### src/rtl/mau_pkg.sv
// Shared definitions for the load/store unit: FSM states, RV32I width codes
// and the request legality/alignment decode.
package mau_pkg;

  typedef enum logic [2:0] {
    ST_IDLE  = 3'd0,
    ST_READ  = 3'd1,
    ST_WRITE = 3'd2,
    ST_MERGE = 3'd3,
    ST_RESP  = 3'd4
  } mau_state_e;

  localparam logic [2:0] F3_LB  = 3'b000;
  localparam logic [2:0] F3_LH  = 3'b001;
  localparam logic [2:0] F3_LW  = 3'b010;
  localparam logic [2:0] F3_LBU = 3'b100;
  localparam logic [2:0] F3_LHU = 3'b101;
  localparam logic [2:0] F3_SB  = 3'b000;
  localparam logic [2:0] F3_SH  = 3'b001;
  localparam logic [2:0] F3_SW  = 3'b010;

  // High when the request uses an unknown width code or is misaligned for its width.
  function automatic logic mau_bad_req(input logic       i_we,
                                       input logic [2:0] i_f3,
                                       input logic [1:0] i_addr_lo);
    logic bad;
    bad = 1'b1;
    if (i_we) begin
      case (i_f3)
        F3_SB:   bad = 1'b0;
        F3_SH:   bad = i_addr_lo[0];
        F3_SW:   bad = |i_addr_lo;
        default: bad = 1'b1;
      endcase
    end else begin
      case (i_f3)
        F3_LB, F3_LBU: bad = 1'b0;
        F3_LH, F3_LHU: bad = i_addr_lo[0];
        F3_LW:         bad = |i_addr_lo;
        default:       bad = 1'b1;
      endcase
    end
    return bad;
  endfunction

endpackage

### src/rtl/mau_lane.sv
// Byte-lane steering: extracts and extends load data from a RAM word, and
// builds the merged word for sub-word stores.
module mau_lane
  import mau_pkg::*;
(
  input  logic [2:0]  i_funct3,
  input  logic [1:0]  i_addr_lo,
  input  logic [31:0] i_rdata,
  input  logic [15:0] i_wdata,
  output logic [31:0] o_load,
  output logic [31:0] o_merge
);

  logic [7:0]  w_byte;
  logic [15:0] w_half;

  assign w_byte = i_rdata[{i_addr_lo, 3'b000} +: 8];
  assign w_half = i_addr_lo[1] ? i_rdata[31:16] : i_rdata[15:0];

  // Load result: pick the addressed lane and sign- or zero-extend it.
  always_comb begin
    o_load = i_rdata;
    case (i_funct3)
      F3_LB:   o_load = {{24{w_byte[7]}}, w_byte};
      F3_LBU:  o_load = {24'd0, w_byte};
      F3_LH:   o_load = {{16{w_half[15]}}, w_half};
      F3_LHU:  o_load = {16'd0, w_half};
      default: o_load = i_rdata;
    endcase
  end

  // Store merge: keep the old word and overwrite only the addressed lane(s).
  always_comb begin
    o_merge = i_rdata;
    case (i_funct3)
      F3_SB: o_merge[{i_addr_lo, 3'b000} +: 8] = i_wdata[7:0];
      F3_SH: begin
        if (i_addr_lo[1]) o_merge[31:16] = i_wdata;
        else              o_merge[15:0]  = i_wdata;
      end
      default: o_merge = i_rdata;
    endcase
  end

endmodule

### src/rtl/mem_access_unit.sv
// RV32I load/store unit in front of a word-wide synchronous RAM. One request
// at a time; sub-word stores are done as read-modify-write.
module mem_access_unit
  import mau_pkg::*;
#(
  parameter int ADDR_W = 14
) (
  input  logic              clk,
  input  logic              rst,
  input  logic              req_valid,
  output logic              req_ready,
  input  logic              req_we,
  input  logic [2:0]        req_funct3,
  input  logic [31:0]       req_addr,
  input  logic [31:0]       req_wdata,
  output logic              resp_valid,
  output logic              resp_err,
  output logic [31:0]       resp_rdata,
  output logic              mem_wen,
  output logic              mem_ren,
  output logic [ADDR_W-1:0] mem_waddr,
  output logic [ADDR_W-1:0] mem_raddr,
  output logic [31:0]       mem_wdata,
  input  logic [31:0]       mem_rdata
);

  mau_state_e        r_state;
  mau_state_e        w_next;
  logic              r_we;
  logic [2:0]        r_funct3;
  logic [1:0]        r_addr_lo;
  logic              r_err;
  logic [31:0]       r_mem_wdata;
  logic              r_mem_wen;
  logic              r_mem_ren;
  logic [ADDR_W-1:0] r_mem_waddr;
  logic [ADDR_W-1:0] r_mem_raddr;
  logic              r_resp_valid;
  logic              r_resp_err;
  logic [31:0]       r_resp_rdata;

  logic              w_accept;
  logic              w_bad;
  logic [ADDR_W-1:0] w_word;
  logic [31:0]       w_load;
  logic [31:0]       w_merge;
  logic              w_unused_addr;

  assign req_ready     = (r_state == ST_IDLE) && !rst;
  assign w_accept      = req_valid && req_ready;
  assign w_bad         = mau_bad_req(req_we, req_funct3, req_addr[1:0]);
  // Upper address bits wrap around: only the RAM-sized word index is kept.
  assign w_word        = req_addr[ADDR_W+1:2];
  assign w_unused_addr = ^req_addr[31:ADDR_W+2];

  mau_lane u_lane (
    .i_funct3  (r_funct3),
    .i_addr_lo (r_addr_lo),
    .i_rdata   (mem_rdata),
    .i_wdata   (r_mem_wdata[15:0]),
    .o_load    (w_load),
    .o_merge   (w_merge)
  );

  // Next-state decode: errors skip the RAM, SW writes directly, loads and
  // sub-word stores read first.
  always_comb begin
    w_next = r_state;
    case (r_state)
      ST_IDLE: begin
        if (w_accept) begin
          if (w_bad)                     w_next = ST_RESP;
          else if (!req_we)              w_next = ST_READ;
          else if (req_funct3 == F3_SW)  w_next = ST_WRITE;
          else                           w_next = ST_READ;
        end
      end
      ST_READ:  w_next = r_we ? ST_MERGE : ST_RESP;
      ST_WRITE: w_next = ST_RESP;
      ST_MERGE: w_next = ST_RESP;
      ST_RESP:  w_next = ST_IDLE;
      default:  w_next = ST_IDLE;
    endcase
  end

  // State, request latch, registered RAM strobes and registered response.
  always_ff @(posedge clk) begin
    if (rst) begin
      r_state      <= ST_IDLE;
      r_we         <= 1'b0;
      r_funct3     <= 3'd0;
      r_addr_lo    <= 2'd0;
      r_err        <= 1'b0;
      r_mem_wdata  <= 32'd0;
      r_mem_wen    <= 1'b0;
      r_mem_ren    <= 1'b0;
      r_mem_waddr  <= '0;
      r_mem_raddr  <= '0;
      r_resp_valid <= 1'b0;
      r_resp_err   <= 1'b0;
      r_resp_rdata <= 32'd0;
    end else begin
      r_state   <= w_next;
      r_mem_ren <= (w_next == ST_READ);
      r_mem_wen <= (w_next == ST_WRITE) || (w_next == ST_MERGE);
      if (w_accept) begin
        r_we        <= req_we;
        r_funct3    <= req_funct3;
        r_addr_lo   <= req_addr[1:0];
        r_err       <= w_bad;
        r_mem_wdata <= req_wdata;
        r_mem_waddr <= w_word;
        r_mem_raddr <= w_word;
      end
      // RESP is the cycle in which load data from the RAM is present.
      r_resp_valid <= (r_state == ST_RESP);
      r_resp_err   <= (r_state == ST_RESP) && r_err;
      r_resp_rdata <= ((r_state == ST_RESP) && !r_err && !r_we) ? w_load : 32'd0;
    end
  end

  assign resp_valid = r_resp_valid;
  assign resp_err   = r_resp_err;
  assign resp_rdata = r_resp_rdata;
  assign mem_ren    = r_mem_ren;
  // A reset arriving during the merge cycle must not let the half-finished
  // read-modify-write land in the RAM, so the write strobe is masked by rst.
  assign mem_wen    = r_mem_wen && !rst;
  assign mem_waddr  = r_mem_waddr;
  assign mem_raddr  = r_mem_raddr;
  assign mem_wdata  = (r_state == ST_MERGE) ? w_merge : r_mem_wdata;

endmodule

### config.mk
export PLATFORM = sky130hd
export DESIGN_NAME = mem_access_unit
export DESIGN_NICKNAME = d
export VERILOG_FILES = /design/src/rtl/mau_pkg.sv /design/src/rtl/mau_lane.sv /design/src/rtl/mem_access_unit.sv
export SDC_FILE = /design/constraint.sdc
export NUM_CORES = 1
export LEC_CHECK = 0
export ABC_AREA = 1
export CORE_MARGIN = 5
export CORE_UTILIZATION = 39
export CTS_CLUSTER_DIAMETER = 150
export CTS_CLUSTER_SIZE = 28
export DETAILED_ROUTE_END_ITERATION = 12
export GPL_TIMING_DRIVEN = 0
export PLACE_DENSITY_LB_ADDON = 0.05
export SYNTH_ARGS = -nofsm -noshare
export SYNTH_HDL_FRONTEND = slang
export SYNTH_SLANG_ARGS = --single-unit
### constraint.sdc
create_clock -name clk -period 2.05 [get_ports clk]
set_clock_uncertainty 0.1 [all_clocks]
set_input_delay 0.41 -clock clk [delete_from_list [all_inputs] [get_ports clk]]
set_output_delay 0.41 -clock clk [all_outputs]
set_load 0.02 [all_outputs]
==> impl_metrics.toml <==
[outcome]
violations = "negative setup slack"
outcome = "finished with violations"

[clocking]
htree_levels = 3
root_buffer = "clkbuf_16"
numCtsBuffers = 9
cts_tree = "yes"
ctsHoldBuffers = 0
cts.clk_slew.worst_paths_ns = 0.07
numClockSinks = 92
worstSkewPairLatency_ns = 0.36
cts_buffer_depth = 2

[critical_path]
critPathKind = "reg -> out"
worstReg2RegEnd = "resp_rdata[30]"
path_cells = "buf_6, inv_4, buf_12, ha_4, inv_4, nand4_1, nor2_2, nor2_4, buf_6, o21ai_4, buf_6"
critical_path.max_fanout = 5
required_ns = 1.54
r2r_slack_ns = 0.22
r2r_cells = 11
slowest_stage = "dfxtp_2"
r2r-start = "r_addr_lo[0]"
max_stage_delay_ns = 0.35
cpMostUsedCell = "buf_6"
end_kind = "primary output"
start_kind = "register"
arrival_ns = 2.03

[flow_run]
max_cap_violations = 0

[global_routing]
use_met2_pct = 39.61
gr-max-usage-layer = "met2"
antenna_found_initial = 0
grt_pass1_vias = 5380
grt.total_usage_pct = 24.48
grt_max_degree = 16
grt_pass1_wl_um = 28370
met1_usage_pct = 32.72
use_met3_pct = 4.178
grt_overflow = 0

[synth]
synth_seq_cells = 92
synthesis.nets = 871
syn_inst = 763
avgSynthCellArea_um2 = 6.422
yosysSeqAreaShare_pct = 37.59
ys_types = 32
synth_warnings = 0
synth_area_leaders = "dfxtp_1 38%, nand2_1 23%, a21oi_1 5.6%, inv_1 5.4%, nand3_1 4.9%"
synth_area_leader_cell = "dfxtp_1"
synth_area_mm2 = 0.004900
synth_top_area_share_pct = 37.59

[timing]
tightestPinTransition_ns = 0.5088
setup_viol = 32
hold_viol = 0
drv_slew = 0
rsz0062_at_grt = "true"
fmax_mhz = 394.5
period_minus_slack_ns = 2.535
setup_slack_ns = -0.4852
relSlewSlack_pct = 65.72
fin_crit_sh_pct = 123.7

[die]
die_x_um = 122.1
die_h_um = 122.1
io_pins = 200
die_area_mm2 = 0.01490
start_util_pct = 39.31
num_rows = 41
placeableCoreArea_mm2 = 0.01247

[worst_hold_path]
hold_end = "r_mem_wdata[23]"
whs_path_depth = 2
hold_class = "reg -> reg"
worstHoldStart = "r_mem_wdata[23]"

[power]
power_leakage_nw = 3.496
p_total_mw = 4.913
power_density_mw_per_mm2 = 632.5
ir_drop_uv = 321.6

[cells_and_area]
design_area_mm2 = 0.007767
final_cells = 1155
final_cell_mix = "281 x nand2_1, 148 x clkdlybuf4s50_1, 89 x dfxtp_1"
fill_cells = 1139
fin_nets = 1086
area_delta_synth_final_pct = 58.53
diodes = 0
drive_gt1_share_pct = 18.21
final_core_util_pct = 62.31
mostFrequentLayoutCell = "nand2_1"

[place]
place_inst = 1117
gp_congestion = 0.9381
port_buffers = 182
hpwlAfterDp_um = 13970
placed_area_mm2 = 0.007073

[detailed_routing]
avgRoutedWirePerCell_um = 15.63
vias = 5665
drtIter0Drc = 364
ant_nets = 0
drc_errors = 0
wirelength_um = 18050
vias_per_cell = 4.905
firstDrtPassIters = 5
[Yosys cell counts, drive strengths merged]
cell / n
nand4: 6
dfxtp: 92
o21ai: 30
o211ai: 8
a21boi: 2
clkbuf: 15
inv: 75
nor2: 61
nand2: 298
ha: 5
nand3: 52
nor3: 3
a21oi: 56
buf: 37
clkinv: 1
a211oi: 13
a22oi: 1
o21a: 7
o21bai: 1
[metrics by stage]
step | hold slack (ns) | setup slack, ns | TNS [ns]
3_5_place_dp | 0.3586 | -0.7876 | -23.99
2_1_floorplan | 0.3445 | -0.03118 | -0.1080
4_1_cts | 0.3683 | -0.4401 | -12.48
5_1_grt | 0.3858 | -0.5467 | -16.30
3_3_place_gp | 0.3535 | -0.7690 | -23.50
6_report | 0.3647 | -0.4852 | -13.47
[kinds of logic after synthesis]
kind of cell / synth area share [%]
AOI/OAI and AO/OA: 13.76
adders and majority gates: 1.277
buffers and inverters: 11.75
DFF: 37.59
and+or+nand+nor: 35.62
[how the worst max path moves through the flow]
stage	startpoint	cells past startpoint	end	slack, ns
final	r_addr_lo[1]	11	mem_wdata[7]	-0.49
after global placement	r_addr_lo[0]	11	mem_wdata[17]	-0.77
after global routing	r_addr_lo[1]	11	mem_wdata[23]	-0.55
after CTS	r_addr_lo[1]	12	mem_wdata[27]	-0.44
after floorplan	r_addr_lo[1]	9	mem_wdata[0]	-0.03
after detailed placement	r_addr_lo[0]	11	mem_wdata[17]	-0.79
[layer usage]
| layer | wire (µm) | up-vias |
|---|---|---|
| li1 | - | 2831 |
| met1 | 8022 | 2578 |
| met2 | 8502 | 229 |
| met3 | 1117 | 27 |
| met4 | 405 | 0 |
| met5 | 0 | - |
[repair_timing]
item,in CTS,in global routing
buffers inserted,18,3
resized for setup,217,30
pin swaps,22,19
gates cloned,1,0
setup endpoints to repair,34,34
[critical path, delay by kind of cell (launching register included)]
kind | cells | cell delay [ns]
adder cells (fa/ha/maj) | 1 | 0.24
AND/OR/NAND/NOR | 3 | 0.32
flip-flops | 1 | 0.35
AO/OA/AOI/OAI | 1 | 0.16
buffers and inverters | 6 | 0.59
[power by group]
part	internal (mW)	leakage, nW	switching (mW)	total (mW)
sequential	1.86	0.750	0.0526	1.91
combinational	0.548	2.60	0.668	1.22
clock	1.07	0.149	0.715	1.78
total	3.48	3.50	1.44	4.91
[sequential cells by signal, summed over array words and instances, names as in the netlist]
| name | flops |
|---|---|
| r_state | 3 |
| mem_ren | 1 |
| mem_raddr | 14 |
| resp_valid | 1 |
| r_err | 1 |
| r_mem_wen | 1 |
| r_funct3 | 3 |
| r_mem_wdata | 32 |
| resp_err | 1 |
| r_we | 1 |
| r_addr_lo | 2 |
| resp_rdata | 32 |
[area by class of cell]
type / instances / area (µm²) / share of cell area (%)
Inverter: 76 / 297.8 / 3.834
Multi-Input combinational cell: 544 / 2741 / 35.29
Clock buffer: 10 / 229.0 / 2.948
Timing Repair Buffer: 203 / 2027 / 26.10
Sequential cell: 92 / 1848 / 23.79
Clock inverter: 6 / 88.84 / 1.144
Tap cell: 172 / 215.2 / 2.771
Buffer: 52 / 320.3 / 4.124
(Power assumes the default switching activity.)
